File: src/rtl/pingpang_pkg.sv
// Shared types and width helpers for the ping-pong stream buffer.
// Bank occupancy states and the address/length sizing used by every bank.
package pingpang_pkg;

  typedef enum logic {
    EMPTY = 1'b0,
    FULL  = 1'b1
  } bank_state_t;

  // Address width for DEPTH words; never narrower than one bit.
  function automatic int addr_w(input int depth);
    return (depth > 1) ? $clog2(depth) : 1;
  endfunction

  // Length width: must hold the value DEPTH itself, not just DEPTH-1.
  function automatic int len_w(input int depth);
    return (depth > 1) ? $clog2(depth + 1) : 1;
  endfunction

endpackage

File: src/rtl/pingpang_bank.sv
// One bank of the ping-pong buffer: storage, EMPTY/FULL state and committed length.
// Commit and release never target the same bank in one cycle (they need opposite states).
module pingpang_bank
  import pingpang_pkg::*;
#(
  parameter int WIDTH = 16,
  parameter int DEPTH = 8,
  localparam int AW = addr_w(DEPTH),
  localparam int LW = len_w(DEPTH)
) (
  input  logic             clk,
  input  logic             rst_n,
  input  logic             wr_en,
  input  logic [AW-1:0]    wr_addr,
  input  logic [WIDTH-1:0] wr_data,
  input  logic             commit,
  input  logic [LW-1:0]    commit_len,
  input  logic             rel,
  input  logic [AW-1:0]    rd_addr,
  output logic [WIDTH-1:0] rd_data,
  output logic             full,
  output logic [LW-1:0]    len
);

  logic [WIDTH-1:0] mem [DEPTH];
  bank_state_t      state;

  // Storage is deliberately left out of reset; the state flag alone gates visibility.
  always_ff @(posedge clk) begin
    if (wr_en) begin
      mem[wr_addr] <= wr_data;
    end
  end

  always_ff @(posedge clk or negedge rst_n) begin
    if (!rst_n) begin
      state <= EMPTY;
      len   <= '0;
    end else if (commit) begin
      state <= FULL;
      len   <= commit_len;
    end else if (rel) begin
      state <= EMPTY;
    end
  end

  always_comb begin
    rd_data = mem[rd_addr];
    full    = (state == FULL);
  end

endmodule

File: src/rtl/pingpang_stream_buffer.sv
// Two-bank ping-pong stream buffer: one bank fills while the other drains.
// Banks commit on DEPTH words or in_last and are drained strictly alternately from bank 0.
module pingpang_stream_buffer
  import pingpang_pkg::*;
#(
  parameter int WIDTH = 16,
  parameter int DEPTH = 8
) (
  input  logic             clk,
  input  logic             rst_n,
  input  logic             in_valid,
  output logic             in_ready,
  input  logic [WIDTH-1:0] in_data,
  input  logic             in_last,
  output logic             out_valid,
  input  logic             out_ready,
  output logic [WIDTH-1:0] out_data,
  output logic             out_last,
  output logic             wr_bank,
  output logic             rd_bank,
  output logic [1:0]       bank_full
);

  localparam int AW = addr_w(DEPTH);
  localparam int LW = len_w(DEPTH);

  logic [AW-1:0]    wr_addr;
  logic [AW-1:0]    rd_addr;
  logic [1:0]       full_w;
  logic [LW-1:0]    bank_len [2];
  logic [WIDTH-1:0] bank_rd_data [2];
  logic [LW-1:0]    rd_len;
  logic [LW-1:0]    commit_len;
  logic             in_acc;
  logic             out_acc;
  logic             commit_now;
  logic             release_now;

  // Handshake decode depends only on registered state, never on the opposite side's inputs.
  always_comb begin
    in_ready    = ~full_w[wr_bank];
    out_valid   = full_w[rd_bank];
    rd_len      = bank_len[rd_bank];
    out_last    = out_valid && (LW'(rd_addr) == (rd_len - LW'(1)));
    out_data    = out_valid ? bank_rd_data[rd_bank] : '0;
    in_acc      = in_valid && in_ready;
    out_acc     = out_valid && out_ready;
    commit_now  = in_acc && ((wr_addr == AW'(DEPTH - 1)) || in_last);
    commit_len  = LW'(wr_addr) + LW'(1);
    release_now = out_acc && out_last;
    bank_full   = full_w;
  end

  for (genvar g = 0; g < 2; g++) begin : g_bank
    pingpang_bank #(
      .WIDTH(WIDTH),
      .DEPTH(DEPTH)
    ) u_bank (
      .clk       (clk),
      .rst_n     (rst_n),
      .wr_en     (in_acc && (wr_bank == 1'(g))),
      .wr_addr   (wr_addr),
      .wr_data   (in_data),
      .commit    (commit_now && (wr_bank == 1'(g))),
      .commit_len(commit_len),
      .rel       (release_now && (rd_bank == 1'(g))),
      .rd_addr   (rd_addr),
      .rd_data   (bank_rd_data[g]),
      .full      (full_w[g]),
      .len       (bank_len[g])
    );
  end

  always_ff @(posedge clk or negedge rst_n) begin
    if (!rst_n) begin
      wr_bank <= 1'b0;
      wr_addr <= '0;
    end else if (in_acc) begin
      if (commit_now) begin
        wr_bank <= ~wr_bank;
        wr_addr <= '0;
      end else begin
        wr_addr <= wr_addr + AW'(1);
      end
    end
  end

  always_ff @(posedge clk or negedge rst_n) begin
    if (!rst_n) begin
      rd_bank <= 1'b0;
      rd_addr <= '0;
    end else if (out_acc) begin
      if (out_last) begin
        rd_bank <= ~rd_bank;
        rd_addr <= '0;
      end else begin
        rd_addr <= rd_addr + AW'(1);
      end
    end
  end

endmodule

File: config.mk
export PLATFORM = sky130hd
export DESIGN_NAME = pingpang_stream_buffer
export DESIGN_NICKNAME = d
export VERILOG_FILES = /design/src/rtl/pingpang_pkg.sv /design/src/rtl/pingpang_bank.sv /design/src/rtl/pingpang_stream_buffer.sv
export SDC_FILE = /design/constraint.sdc
export NUM_CORES = 1
export LEC_CHECK = 0
export CAP_MARGIN = 25
export CORE_ASPECT_RATIO = 1.1
export CORE_MARGIN = 5
export CORE_UTILIZATION = 40
export DETAILED_ROUTE_END_ITERATION = 16
export GPL_TIMING_DRIVEN = 0
export HOLD_SLACK_MARGIN = 0.12
export SETUP_SLACK_MARGIN = 0.5
export SYNTH_ARGS = -nofsm -noshare
export SYNTH_HDL_FRONTEND = slang
export SYNTH_SLANG_ARGS = --single-unit
File: constraint.sdc
create_clock -name clk -period 6.9 [get_ports clk]
set_input_delay 1.035 -clock clk [delete_from_list [all_inputs] [get_ports clk]]
set_output_delay 1.035 -clock clk [all_outputs]
set_load 0.02 [all_outputs]
==> Word level (Yosys, flattened, before mapping) <==
Memory sizes are Yosys's and may differ from the RTL's.
Index checks and enable logic that the tools add are counted.
{ "word_totals": {"latch_bits": 0, "memories": 2, "reg_bits": 18, "ram_bits": 256, "out_inout_bits": 23, "word_cells": 60, "in_bits": 21, "mem_bits_ro": 0} }
{ "mem_list": {"columns": ["memory", "words", "width", "rd", "rd_clocked_by_memory_dff", "wr", "line", "text"], "rows": [
  ["g_bank[0].u_bank.mem", 8, 16, 1, 0, 1, "pingpang_bank.sv:25", "logic [WIDTH-1:0] mem [DEPTH];"],
  ["g_bank[1].u_bank.mem", 8, 16, 1, 0, 1, "pingpang_bank.sv:25", null]
]} }
{ "op_classes": {"n_bitwise": 4, "n_div": 0, "n_mux": 21, "eq_ne": 2, "shifts": 0, "n_reduce_logical": 16, "addsub": 4, "n_lt_le_gt_ge": 3, "mul": 0} }
{ "op_table": {"columns": ["op", "count"], "rows": [
  ["16-bit 2-to-1 mux", 4],
  ["1-bit 2-to-1 mux", 12],
  ["4-bit 2-to-1 mux", 3],
  ["1-bit logical AND", 11],
  ["3-bit by 1-bit adder with 3-bit output, second input constant", 2],
  ["3-bit 2-to-1 mux", 2],
  ["3-bit by 1-bit adder with 4-bit output, second input constant", 1],
  ["3-bit by 4-bit == test with 1-bit output", 1],
  ["1-bit by 2-bit < comparator with 1-bit output, second input constant", 2],
  ["2-bit AND reduction", 2],
  ["2-bit nonzero test", 2],
  ["4-bit by 1-bit subtractor with 4-bit output, second input constant", 1],
  ["3-bit == test, second input constant", 1],
  ["1-bit NOT", 3],
  ["2-bit greater-or-equal comparator, second input constant", 1],
  ["1-bit NOT with 2-bit output", 1],
  ["1-bit logical OR", 1]
]} }

==> Logic depth before layout (Yosys ltp) <==
{ "logic_depth": {"depth_word": 11, "depth_mapped": 10, "ltp_nobuf": 8} }

==> Modules after synthesis <==
A second synthesis with hierarchy kept.
{ "hier_totals": {"cells_unflattened": 517, "area_unflattened_um2": 11120.7} }
{ "modules_own_cells": {"columns": ["module", "instances", "cells_each", "area_each_um2", "seq_area_each_um2"], "rows": [
  ["pingpang_bank", 2, 209, 5154.9, 3968.8],
  ["pingpang_stream_buffer", 1, 99, 810.8, 200.2]
]} }

==> Least setup slack after synthesis <==
OpenSTA, ideal clock, no wires.
{ "synth_timing": {"kind": "input to register", "from": "input port in_valid", "to": "memory g_bank[0].u_bank.mem[0][0] (enable)", "arrival_ns": 3.189, "t_required_ns": 6.470, "path_buffers": 1, "setup_ns": 0.430, "path_slack_ns": 3.281, "stages": 3, "path_cell_list": "or3b_2 > clkbuf_1 > nor4_1"} }
{ "synth_between": {"elab_chain_len": 4} }
{ "synth_rtl": {"columns": ["element", "line", "text"], "rows": [
  ["start: declaration", "pingpang_stream_buffer.sv:11", "input logic in_valid,"],
  ["1-bit logical AND", "pingpang_stream_buffer.sv:46", "in_acc = in_valid && in_ready;"],
  ["1-bit logical AND", "pingpang_stream_buffer.sv:61", ".wr_en (in_acc && (wr_bank == 1'(g))),"],
  ["1-bit 2-to-1 mux", "pingpang_bank.sv:30", "if (wr_en) begin"],
  ["1-bit 2-to-1 mux (not written as such)", "pingpang_bank.sv:31", "mem[wr_addr] <= wr_data;"],
  ["end: declaration", "pingpang_bank.sv:25", null]
]} }
No other way between the ends.

==> Worst setup path after layout <==
{ "layout_timing": {"from": "register rd_addr[2]", "to": "output port out_data[6]"} }
{ "layout_between": {"elab_chain_len": 5, "word_cells_on_any_way": 6, "cone_classes": "4 x mux; 2 x memory"} }
{ "layout_rtl": {"columns": ["element", "line", "text"], "rows": [
  ["start: declaration", "pingpang_stream_buffer.sv:28", "logic [AW-1:0] rd_addr;"],
  ["start signal: assignment", "pingpang_stream_buffer.sv:97", "rd_addr <= rd_addr + AW'(1);"],
  ["memory 8 x 16 bit", null, null],
  ["16-bit 2-to-1 mux (not written as such) * (3 in series)", "pingpang_stream_buffer.sv:45", "out_data = out_valid ? bank_rd_data[rd_bank] : '0;"],
  ["16-bit 2-to-1 mux *", "pingpang_stream_buffer.sv:45", null],
  ["end: declaration", "pingpang_stream_buffer.sv:17", "output logic [WIDTH-1:0] out_data,"]
]} }
Every way passes the cells marked *; elsewhere a longest branch is shown, timed or not. The select of a mux whose other input is x is not followed.

==> flow_summary.json <==
{
  "power_uw": 5010,
  "antenna_found_initial": 0,
  "layout-drive-gt1-share": 0.279,
  "synth_cell_types": 30,
  "nFillCells": 2252,
  "cts_hold_buffers": 0,
  "drv_slew": 0,
  "post-dp-hpwl_um": 16100,
  "ys_seq_area_frac": 0.754,
  "timing.critical_path.cells": "clkbuf_1, buf_2, clkbuf_1, mux4_2, mux4_2, and2_1, clkdlybuf4s50_1",
  "synthToLayoutAreaGrowth_pct": 18.7,
  "row_count": 63,
  "worstPathMaxFanout": 10,
  "synth.top_cell.area_share": 0.712,
  "die_area_um2": 30400,
  "grt_pass1_vias": 5582,
  "ctsHtreeMaxLevel": 1,
  "timing.max_slew.rel_slack": 0.336,
  "ys_top_cells_by_area": "edfxtp_1, mux4_2, dfrtp_1",
  "synthXorXnorAreaFrac": 0.00568,
  "ctsResizeCount": 0,
  "maxCapViolations": 0,
  "nets": 625,
  "die_h_um": 182,
  "setup_violations": 0,
  "ir_drop_v": 0.000218,
  "drtIter0Drc": 405,
  "clock_skew_ns": 0.0194,
  "dp_slack_ns": 2.59,
  "crit_type": "flop to primary output",
  "synthFlopType": "edfxtp_1",
  "place_inst": 929,
  "drc": 0,
  "endpoint_kind": "primary output",
  "leakagePower_uw": 0.00409,
  "muxShareOfSynthArea": 0.173,
  "fin_ws_ns": 2.12,
  "synthSimpleGateAreaFrac": 0.0379,
  "synth.most_common_cell": "edfxtp_1",
  "synth_top_family_by_area": "multiplexers",
  "cts.sinks": 274,
  "power_switching_uw": 1500,
  "grt.total_usage": 0.157,
  "start_util": 0.403,
  "synth_compound_area_frac": 0.00672,
  "io_pins": 44,
  "clkTransAtPathRegs_ns": 0.06,
  "grt_max_degree": 19,
  "multi_input_area_um2": 2530,
  "gp_congestion": 0.792,
  "p_int_uw": 3500,
  "io_buffer_count": 43,
  "outcome": "completed",
  "rsz0062_at_grt": "no",
  "yosys-top-cells-count": "edfxtp_1, mux4_2, nand2_1",
  "hold_viol_final": 0,
  "worst_slew_pin_slew_ns": 0.987,
  "clock_latency_ns": 0.53,
  "cts_root_buffer": "clkbuf_16",
  "finalCritPeriodShare": 0.692,
  "ant_nets": 0,
  "timing.hold.ws_ns": 0.522,
  "grt_first_pass_wirelength_um": 35600,
  "yosysWarnings": 0,
  "antenna_cells": 0,
  "synthesis.nets": 528,
  "cp_top_family": "buffers and inverters",
  "hp-class": "flop to flop",
  "ys_ff_latch": 274,
  "worstPathBufferInverterCount": 4,
  "overflow": 0,
  "power-per-cell-area_nw_per_um2": 391,
  "max_stage_delay_ns": 0.67,
  "cp.required_ns": 5.86,
  "ctsLongestPathBuffers": 3,
  "cts_buffers": 26,
  "cp_slowest_cell": "clkbuf_1",
  "synthesis.area_um2": 10800,
  "post-cts-setup-buffers": 0,
  "avgSynthCellArea_um2": 21.5,
  "core_um2": 26800,
  "synth_cells": 503,
  "p_clk_frac": 0.257,
  "cts_tree": "yes",
  "seqPwrFrac": 0.393,
  "fmax_ghz": 0.209,
  "wl_um": 23700,
  "dr.pass1.iters": 4,
  "synthAdderAreaFrac": 0.00463,
  "async_flop_share": 0.0657,
  "die-width_um": 167,
  "finalCriticalPeriod_ns": 4.78,
  "cp.arrival_ns": 3.74,
  "synth_edf_count": 256,
  "num_vias": 5231,
  "finalSetupTns_ns": 0,
  "yosysTopAreaCell": "edfxtp_1",
  "via_per_inst": 5.36,
  "avgRoutedWirePerCell_um": 24.2,
  "instances_no_fill": 976,
  "power_frac_comb": 0.350,
  "start_kind": "flop",
  "regArea_um2": 8140,
  "swShare": 0.301
}
[registers in the layout (all words and copies together), names as in the netlist]
signal and flops:
wr_addr 3, rd_bank 1, wr_bank 1, g_bank.u_bank.full 2, rd_addr 3, g_bank.u_bank.len 8, g_bank.u_bank.mem 256
[layout by cell type, fill, tap and decap left out, drive strengths merged, types with 3 or more instances in the layout]
cell type	count
clkdlybuf4s50	43
o21ai	9
and2	16
mux2i	6
nor4	3
nor3	12
mux4	80
ha	4
clkbuf	52
buf	39
inv	3
xnor2	6
nor2	16
nand2	30
edfxtp	256
clkinv	10
dfrtp	18
[worst min-delay path, cell delays in order (launching register included)]
cell	delay [ns]
dfrtp_1	0.37
nand2_1	0.06
nand2_1	0.06
[path summary, 6_finish.rpt]
kind	start	to	slack, ns	depth (start not counted)
min	g_bank[0].u_bank.len[1]	g_bank[0].u_bank.len[1]	0.52	2
max reg2reg	rd_bank	rd_addr[2]	4.00	9
max in group asynchronous	rst_n	wr_addr[1]	5.40	1
min in group asynchronous	rst_n	rd_addr[1]	0.98	1
max	rd_addr[2]	out_data[6]	2.12	7
min reg2reg	g_bank[0].u_bank.len[1]	g_bank[0].u_bank.len[1]	0.52	2
[kinds of logic (layout without fill, tap and decap cells)]
| logic type | count (synthesis) | in the layout |
|---|---|---|
| and+or+nand+nor | 86 | 86 |
| adders and majority gates | 4 | 4 |
| DFF | 274 | 274 |
| AOI/OAI and AO/OA | 13 | 13 |
| xor gates and xnor gates | 7 | 7 |
| muxes | 87 | 87 |
| buffers and inverters | 32 | 148 |
[layout make-up]
type / instances / area share
plain buffers: 29 / 0.0143
clock buffers: 36 / 0.0553
clock inverters: 11 / 0.00381
inverters: 3 / 0.000878
multi-input cells: 197 / 0.198
flip-flops and latches: 274 / 0.635
well taps: 357 / 0.0348
repair buffers: 69 / 0.0584
[power by group through the flow]
stage / logic, uW / clock network [uW] / registers (uW)
6_report: 1750 / 1290 / 1970
5_1_grt: 1880 / 1390 / 1970
4_1_cts: 1800 / 1320 / 1970
3_5_place_dp: 1790 / 0 / 2000
3_3_place_gp: 1740 / 0 / 2000
2_1_floorplan: 1150 / 0 / 1990
[layer usage]
layer / vias up / routed length [um] / share of wire / GRT usage
met5: - / 0 / 0 / 0
met4: 0 / 509 / 0.022 / 0.0409
met3: 34 / 1100 / 0.047 / 0.0212
met2: 150 / 12500 / 0.53 / 0.280
met1: 2791 / 9560 / 0.40 / 0.205
li1: 2256 / - / - / -
[metrics by stage]
stage | cell area, um2 | util
after floorplan | 10800 | -
after global placement | 11700 | 0.436
after detailed placement | 12100 | 0.450
after CTS | 12800 | 0.478
after global routing | 12800 | 0.478
final | 12800 | 0.478
Note: power is estimated with default switching activity, not from simulation.
